File: src/rtl/regfile_wb_pkg.sv
// Shared types for the register-file write-back path.
// Used by regfile_write_arbiter and wb_fifo.
package regfile_wb_pkg;

  localparam int REG_W = 5;
  localparam int XLEN  = 32;
  localparam int NREGS = 32;

  typedef struct packed {
    logic [REG_W-1:0] rd;
    logic [XLEN-1:0]  data;
  } wb_req_t;

endpackage

File: src/rtl/wb_fifo.sv
// Load-result FIFO: power-of-2 depth, extra pointer bit
// tells full from empty.
module wb_fifo
  import regfile_wb_pkg::*;
#(
  parameter int DEPTH = 4
) (
  input  logic    clk,
  input  logic    rst,
  input  logic    push_i,
  input  wb_req_t req_i,
  input  logic    pop_i,
  output wb_req_t head_o,
  output logic    full_o,
  output logic    empty_o
);

  localparam int AW = $clog2(DEPTH);

  wb_req_t       mem_q [DEPTH];
  logic [AW:0]   wr_q, wr_d;
  logic [AW:0]   rd_q, rd_d;
  logic          do_push;
  logic          do_pop;

  assign empty_o = (wr_q == rd_q);
  assign full_o  = (wr_q[AW] != rd_q[AW]) &&
                   (wr_q[AW-1:0] == rd_q[AW-1:0]);
  assign head_o  = mem_q[rd_q[AW-1:0]];

  assign do_push = push_i && !full_o;
  assign do_pop  = pop_i && !empty_o;

  always_comb begin
    wr_d = wr_q;
    rd_d = rd_q;
    if (do_push) wr_d = wr_q + (AW+1)'(1);
    if (do_pop)  rd_d = rd_q + (AW+1)'(1);
  end

  always_ff @(posedge clk or posedge rst) begin
    if (rst) begin
      wr_q <= '0;
      rd_q <= '0;
    end else begin
      wr_q <= wr_d;
      rd_q <= rd_d;
    end
  end

  // Payload storage needs no reset; pointers gate validity.
  always_ff @(posedge clk) begin
    if (do_push) mem_q[wr_q[AW-1:0]] <= req_i;
  end

endmodule

File: src/rtl/regfile_write_arbiter.sv
// Single write port arbiter: ALU vs buffered loads, plus a
// pending-load scoreboard. Optional WB_FORWARD_EN adds fwd outputs.
module regfile_write_arbiter
  import regfile_wb_pkg::*;
#(
  parameter int LD_DEPTH     = 4,
  parameter int STARVE_LIMIT = 3
) (
  input  logic             clk,
  input  logic             rst,
  input  logic             alu_valid,
  output logic             alu_ready,
  input  logic [REG_W-1:0] alu_rd,
  input  logic [XLEN-1:0]  alu_data,
  input  logic             ld_valid,
  output logic             ld_ready,
  input  logic [REG_W-1:0] ld_rd,
  input  logic [XLEN-1:0]  ld_data,
  input  logic             issue_valid,
  input  logic [REG_W-1:0] issue_rd,
  input  logic [REG_W-1:0] rs1_addr,
  input  logic [REG_W-1:0] rs2_addr,
  output logic             rs1_busy,
  output logic             rs2_busy,
`ifdef WB_FORWARD_EN
  output logic             rs1_fwd,
  output logic             rs2_fwd,
`endif
  output logic             write_enable,
  output logic [REG_W-1:0] addr_rd,
  output logic [XLEN-1:0]  data_rd
);

  localparam int SW = $clog2(STARVE_LIMIT + 1);
  localparam logic [SW-1:0] LIMIT = SW'(STARVE_LIMIT);

  wb_req_t          head;
  wb_req_t          ld_req;
  logic             full, empty;
  logic             force_ld;
  logic             alu_grant, fifo_grant;
  logic             push;

  logic [SW-1:0]    starve_q, starve_d;
  logic [NREGS-1:0] pend_q, pend_d;
  logic             we_q, we_d;
  logic [REG_W-1:0] addr_q, addr_d;
  logic [XLEN-1:0]  data_q, data_d;

  assign ld_req = '{rd: ld_rd, data: ld_data};

  wb_fifo #(.DEPTH(LD_DEPTH)) u_fifo (
    .clk    (clk),
    .rst    (rst),
    .push_i (push),
    .req_i  (ld_req),
    .pop_i  (fifo_grant),
    .head_o (head),
    .full_o (full),
    .empty_o(empty)
  );

  // ALU has priority until the queue has waited STARVE_LIMIT grants.
  assign force_ld   = (starve_q == LIMIT) && !empty;
  assign alu_ready  = !force_ld;
  assign alu_grant  = alu_valid && alu_ready;
  assign fifo_grant = !empty && !alu_grant;
  assign ld_ready   = !full;
  assign push       = ld_valid && ld_ready;

  always_comb begin
    we_d   = 1'b0;
    addr_d = addr_q;
    data_d = data_q;
    unique case (1'b1)
      alu_grant: begin
        we_d   = (alu_rd != '0);
        addr_d = alu_rd;
        data_d = alu_data;
      end
      fifo_grant: begin
        we_d   = (head.rd != '0);
        addr_d = head.rd;
        data_d = head.data;
      end
      default: ;
    endcase
  end

  always_comb begin
    starve_d = starve_q;
    if (empty || fifo_grant)
      starve_d = '0;
    else if (alu_grant && starve_q != LIMIT)
      starve_d = starve_q + SW'(1);
  end

  // A new issue to the same rd outranks the clear.
  always_comb begin
    pend_d = pend_q;
    if (fifo_grant)  pend_d[head.rd]  = 1'b0;
    if (issue_valid) pend_d[issue_rd] = 1'b1;
    pend_d[0] = 1'b0;
  end

  always_ff @(posedge clk or posedge rst) begin
    if (rst) begin
      starve_q <= '0;
      pend_q   <= '0;
      we_q     <= 1'b0;
      addr_q   <= '0;
      data_q   <= '0;
    end else begin
      starve_q <= starve_d;
      pend_q   <= pend_d;
      we_q     <= we_d;
      addr_q   <= addr_d;
      data_q   <= data_d;
    end
  end

  assign write_enable = we_q;
  assign addr_rd      = addr_q;
  assign data_rd      = data_q;

`ifdef WB_FORWARD_EN
  logic ldw_q;
  logic rs1_hit, rs2_hit;

  always_ff @(posedge clk or posedge rst) begin
    if (rst) ldw_q <= 1'b0;
    else     ldw_q <= fifo_grant;
  end

  assign rs1_hit  = we_q && (addr_q == rs1_addr);
  assign rs2_hit  = we_q && (addr_q == rs2_addr);
  assign rs1_busy = pend_q[rs1_addr] && !(rs1_hit && ldw_q);
  assign rs2_busy = pend_q[rs2_addr] && !(rs2_hit && ldw_q);
  assign rs1_fwd  = rs1_hit && (rs1_addr != '0);
  assign rs2_fwd  = rs2_hit && (rs2_addr != '0);
`else
  assign rs1_busy = pend_q[rs1_addr];
  assign rs2_busy = pend_q[rs2_addr];
`endif

endmodule

File: config.mk
export PLATFORM = sky130hd
export DESIGN_NAME = regfile_write_arbiter
export DESIGN_NICKNAME = d
export VERILOG_FILES = /design/src/rtl/regfile_wb_pkg.sv /design/src/rtl/wb_fifo.sv /design/src/rtl/regfile_write_arbiter.sv
export SDC_FILE = /design/constraint.sdc
export NUM_CORES = 1
export LEC_CHECK = 0
export ABC_CLOCK_PERIOD_IN_PS = 3800
export BUFFER_PORTS_ARGS = -buffer_cell sky130_fd_sc_hd__buf_4
export CORE_MARGIN = 1.5
export CORE_UTILIZATION = 57
export DETAILED_ROUTE_END_ITERATION = 10
export MAX_ROUTING_LAYER = met4
export PLACE_DENSITY = 0.75
export SLEW_MARGIN = 5
export SYNTH_ARGS = -nofsm -noshare
export SYNTH_HDL_FRONTEND = slang
export SYNTH_HIERARCHICAL = 1
export SYNTH_SLANG_ARGS = --single-unit
File: constraint.sdc
create_clock -name clk -period 3.8 [get_ports clk]
set_input_delay 0.57 -clock clk [delete_from_list [all_inputs] [get_ports clk]]
set_output_delay 0.57 -clock clk [all_outputs]
set_load 0.05 [all_outputs]
Yosys cells after proc, flatten, opt, wreduce, memory -nomap -nowiden
Memories as Yosys holds them, arrays and structs flattened.
Index checks and enable logic that the tools add are counted.
{"block": "word_totals", "regBits": 77, "mem_bits_rw": 148, "out_inout_bits": 42, "memories": 1}
{"name": "u_fifo.mem_q", "depth": 4, "width": 37, "rd": 1, "rd_clocked_by_memory_dff": 0, "write_ports": 1, "line_no": "wb_fifo.sv:20", "text": "wb_req_t mem_q [DEPTH];"}
{"block": "classes", "addsub": 3, "order_cmp": 6, "n_eq_ne": 5, "mux": 17, "n_bitwise": 3, "reduce_logical": 19}
{"operator": "32-bit two-way mux", "count": 2}
{"operator": "32-bit case mux with 2 select lines", "count": 1}
{"operator": "32-bit bitwise AND", "count": 1}
{"operator": "32-bit inverter", "count": 1}
{"operator": "32-bit OR", "count": 1}
{"operator": "5-bit by 6-bit less-than comparator with 1-bit output (second input constant)", "count": 4}
{"operator": "1-bit binary-select mux with 5-bit select", "count": 2}
{"operator": "1-bit demux with 5-bit select", "count": 2}
{"operator": "5-bit by 1-bit >= comparator with 1-bit output (second input constant)", "count": 2}
{"operator": "1-bit logical AND", "count": 10}
{"operator": "5-bit case mux with 2 select lines", "count": 1}
{"operator": "5-bit nonzero test", "count": 2}
{"operator": "3-bit by 1-bit adder with 3-bit output (second input constant)", "count": 2}
{"operator": "1-bit two-way mux", "count": 6}
{"operator": "1-bit logical NOT", "count": 4}
{"operator": "2-bit two-way mux", "count": 2}
{"operator": "2-bit nonzero test", "count": 2}
{"operator": "3-bit == test", "count": 1}
{"operator": "2-bit by 1-bit adder with 2-bit output (second input constant)", "count": 1}
{"operator": "2-bit == test", "count": 1}
{"operator": "2-bit == test (second input constant)", "count": 1}
{"operator": "2-bit inequality test (second input constant)", "count": 1}
{"operator": "1-bit case mux with 2 select lines", "count": 1}
{"operator": "1-bit logical OR", "count": 1}
{"operator": "1-bit inequality test", "count": 1}

Longest topological paths before layout
{"block": "depth", "depth_word": 10, "ltp_mapped": 9, "ltp_nobuf": 7}

Hierarchy
Netlist, hierarchy kept.
{"module": "wb_fifo", "n_inst": 1, "cells_per_inst": 244, "area_each_um2": 5856.9, "seq_area_each_um2": 4594.4}
{"module": "regfile_write_arbiter", "n_inst": 1, "cells_per_inst": 377, "area_each_um2": 3754.9, "seq_area_each_um2": 1776.7}

Worst setup path before layout
No wires, ideal clock.
{"block": "synth_timing", "path_type": "register -> register", "from": "register u_fifo.rd_q[0]", "to": "memory u_fifo/mem_q[3][0] in the netlist's numbering, enable pin", "setup_time_ns": 0.413, "t_arrival_ns": 2.554, "t_required_ns": 3.387, "setup_slack_ns": 0.833, "path_stages_with_launch": 9, "n_path_buf": 2, "path_cell_list": "dfrtp_1 buf_6 buf_12 xnor2_2 nand3_1 inv_1 nor2b_1 nand2_1 a31oi_2"}
{"block": "synth_between", "elab_chain_len": 7}
{"item": "from (decl)", "line_no": "wb_fifo.sv:22", "text": "logic [AW:0] rd_q, rd_d;"}
{"item": "from (signal assigned)", "line_no": "wb_fifo.sv:47", "text": "rd_q <= rd_d;"}
{"item": "2-bit == test", "line_no": "wb_fifo.sv:28", "text": "(wr_q[AW-1:0] == rd_q[AW-1:0]);"}
{"item": "1-bit logical AND", "line_no": "wb_fifo.sv:27", "text": "assign full_o = (wr_q[AW] != rd_q[AW]) &&"}
{"item": "via full", "line_no": "regfile_write_arbiter.sv:39", "text": "logic full, empty;"}
{"item": "1-bit logical NOT", "line_no": "regfile_write_arbiter.sv:68", "text": "assign ld_ready = !full;"}
{"item": "1-bit logical AND", "line_no": "regfile_write_arbiter.sv:69", "text": "assign push = ld_valid && ld_ready;"}
{"item": "via push", "line_no": "regfile_write_arbiter.sv:42", "text": "logic push;"}
{"item": "1-bit logical AND", "line_no": "wb_fifo.sv:31", "text": "assign do_push = push_i && !full_o;"}
{"item": "1-bit two-way mux", "line_no": "wb_fifo.sv:53", "text": "if (do_push) mem_q[wr_q[AW-1:0]] <= req_i;"}
{"item": "1-bit two-way mux (not written as such)", "line_no": "wb_fifo.sv:53"}
{"item": "to (decl)", "line_no": "wb_fifo.sv:20"}
The timed path passes the listed nets, and every way through them passes these cells.

Worst setup path after layout
{"block": "layout_timing", "from": "register u_fifo.rd_q[1]", "to": "memory u_fifo/mem_q[1][5] in the netlist's numbering, enable pin"}
The elaborated chain is that of the path after synthesis.

==> out/results.txt <==
Post-synthesis sequential area ratio -> 66.3%
Starting density of the core -> 58.2%
Inserted Diodes -> 0
Via count -> 6,032
Post-Synthesis Cell Area -> 9610 sq um
Yosys Warn Count -> 6
Clock Latency Late Sink -> 0.50 ns
Reg2reg path depth -> 6
Max VDD drop -> 0.000550 V
Share of post-route cells with drive strength above 1 -> 32.0%
RSZ-0062 raised after global routing -> false
Max clock buf depth -> 3
Post-Place Cells -> 959
First-pass GRT wire length -> 34,200 um
Via density -> 6.03
Sequential Area -> 6370 sq um
CP endpoint -> u_fifo/mem_q[1][5]$_DFFE_PP_
Final ANT Viol Nets -> 0
Post-synth top area cell -> edfxtp_1
Final Critical Period -> 2.88 ns
Required @ worst endpoint -> 4.01 ns
Hold Crit Class -> input port to async pin
Die Ht -> 133 um
Leakage -> 4.37 nW
# port buffers -> 135
Final Core Density -> 70.4%
WP data arrival -> 3.08 ns
Synth top area cells -> edfxtp_1 46%, dfrtp_1 20%, mux4_2 9.4%
FF-to-FF Start -> u_fifo/rd_q[1]$_DFFE_PP0P_
Critical path endpoint category -> flop
Syn Area/Cell -> 15.5 sq um
Non-Filler Instances -> 1,001
Die area -> 17,700 sq um
R2r setup slk -> 0.92 ns
Pwr Density -> 874 nW/um^2
HPWL after detailed placement -> 14,900 um
Unique cell type count in the Yosys netlist -> 43
Area taken by multi-input logic gates -> 3030 sq um
Tot Pwr -> 0.0102 W
Max-Cap Viols -> 0
Max H-tree Level -> 1
Setup Buffers After CTS -> 0
DRC -> 0
Routed WL -> 21,700 um
Rel. slew slack -> 44.9%
Io pins -> 136
Post-route cell area -> 11,600 sq um
Top-area cell type share of the netlist area -> 46.2%
Hold_buf cts -> 0
All-Layer GR Usage -> 25.8%
Initial antenna violation count -> 0
Syn Nets -> 721
PostCTS Resize Cnt -> 0
Clk slew on worst S/H paths -> 0.06 ns
Vias in the first global route -> 6,410
DR iter-0 viols -> 511
Area delta synth->final -> 21.0%
GRT Residual Overflow -> 0
Crit path from -> u_fifo/rd_q[1]$_DFFE_PP0P_
Die X -> 133 um
CTS tree -> done
Status -> complete, no violations
Final Hold Viols -> 0
Iteration count of the initial detailed-routing pass -> 5
Crit start category -> flop
Core area -> 16,500 sq um
Nets -> 864
Synth Instances -> 621
Largest net degree at the start of global routing -> 44
Final Max Tran Viols -> 0
Per-cell routed wire length -> 21.7 um
Filler instances -> 1,073
Final setup TNS -> 0 ns
Period utilization -> 75.7%
Crit path kind -> flop to flop
Sink Count -> 225
Clk_skew -> 0.0103 ns
Max FO, Critical Path -> 31
# setup viols final -> 0
F_max -> 0.347 GHz
Slew at the pin closest to its max-slew limit -> 0.827 ns
TritonCTS Buffers -> 23
Num rows -> 47
Final RePlAce weighted congestion -> 0.930
Placement Cell Area -> 10,800 sq um
Clock root cell -> clkbuf_16
#FFs+latches synth -> 225
R2r endpoint -> u_fifo/mem_q[1][5]$_DFFE_PP_
==> per-stage QoR <==
step / worst slack [ns] / hold WS (ns)
floorplan: 0.833 / 0.361
global placement: 1.02 / 0.426
detailed placement: 0.941 / 0.445
CTS: 0.937 / 0.0233
global route: 0.746 / 0.0293
finish: 0.922 / 0.0144
==> how the worst min path moves through the flow <==
stage / end / slack, ns / cells after the start
after detailed placement: starve_q[0]$_DFFE_PP0P_ / 0.44 / 1
after CTS: pend_q[6]$_DFF_PP0_ / 0.02 / 2
after floorplan: u_fifo/rd_q[0]$_DFFE_PP0P_ / 0.36 / 1
after global placement: starve_q[0]$_DFFE_PP0P_ / 0.43 / 1
after global routing: u_fifo/rd_q[0]$_DFFE_PP0P_ / 0.03 / 2
final: u_fifo/wr_q[0]$_DFFE_PP0P_ / 0.01 / 2
==> worst max-delay path, stage by stage (launching register included) <==
cell,delay [ns]
dfrtp_2,0.67
xnor2_1,0.23
nand3_1,0.18
inv_1,0.08
nor2b_1,0.32
and3_2,0.82
buf_4,0.27
==> final cells by class <==
class | instances | share of cell area [%]
multi-input combinational | 355 | 26.0
inverter | 9 | 0.291
sequential | 225 | 54.8
clock buffer | 27 | 5.25
tap | 220 | 2.37
clock inverter | 15 | 1.47
timing repair buffer | 150 | 9.79
==> per-layer routing <==
layer | GRT usage (%) | share of wire, % | vias to the layer above | wire length (um)
met2 | 43.2 | 51 | 304 | 11000
met4 | 9.22 | 3.3 | 0 | 720
met3 | 3.45 | 6.4 | 61 | 1390
met5 | - | 0 | - | 0
met1 | 32.6 | 40 | 2975 | 8620
li1 | - | - | 2692 | -
==> placed cells by master, fill, tap and decap left out, types with 3 or more instances in the layout <==
master        n
mux2i_1      55
dfrtp_1      75
and3_2        3
nand2b_1     10
buf_4       149
nand3_1      12
clkinvlp_4    4
edfxtp_1    148
or3b_2        6
nor2b_1       6
nand3b_1      7
bufinv_16     3
nand2_1      10
o31ai_1       6
ha_1          6
a22oi_1       4
o21ai_1       7
xnor2_1       4
o21ai_0      54
or3_1         3
clkinv_2      5
nor2_1       45
inv_1         8
mux4_1        3
a21oi_1      47
a211oi_1      4
mux4_2       40
clkbuf_16    23
==> cells by family after synthesis <==
kind of cell	after synthesis	share of synthesized area, %
mux	98	15.9
compound gates	129	7.35
simple gates	113	6.16
flops	225	66.3
buf+inv	41	2.45
xor+xnor	9	1.05
fa+ha+maj	6	0.781
==> power breakdown <==
part,switching [W],total [W],internal [W]
clock,0.000918,0.00228,0.00136
combinational,0.00243,0.00398,0.00155
sequential,0.000460,0.00390,0.00344
total,0.00381,0.0102,0.00635
==> synth_stat cells <==
cell,n
buf_12,2
mux4_2,40
o211ai_1,2
edfxtp_1,148
mux2i_1,55
nand4_1,2
o21ai_1,7
mux4_1,3
buf_6,2
or3b_2,6
nor2_1,45
nand2_1,11
xnor2_2,1
xnor2_1,4
o21ai_0,54
inv_1,9
buf_2,18
a21boi_0,1
a22oi_1,4
clkbuf_1,6
nand2b_1,10
nand3b_1,7
o2bb2ai_1,1
a211oi_1,4
buf_4,3
dfrtp_1,77
nor3_1,3
or4b_4,2
and3_1,3
xor2_1,2
o31ai_1,6
o2111ai_1,2
nor3b_1,1
a31oi_2,1
or3b_1,1
xor2_2,2
a21oi_1,47
or3_1,3
nand3_1,12
ha_1,6
buf_1,1
nor2b_1,6
or4_1,1
==> sequential cells by signal, indices dropped and copies added (netlist names) <==
signal and flops:
u_fifo/mem_q 148, data_rd 32, addr_rd 5, starve_q 2, write_enable 1, u_fifo/wr_q 3, pend_q 31, u_fifo/rd_q 3
(Power assumes the default switching activity.)
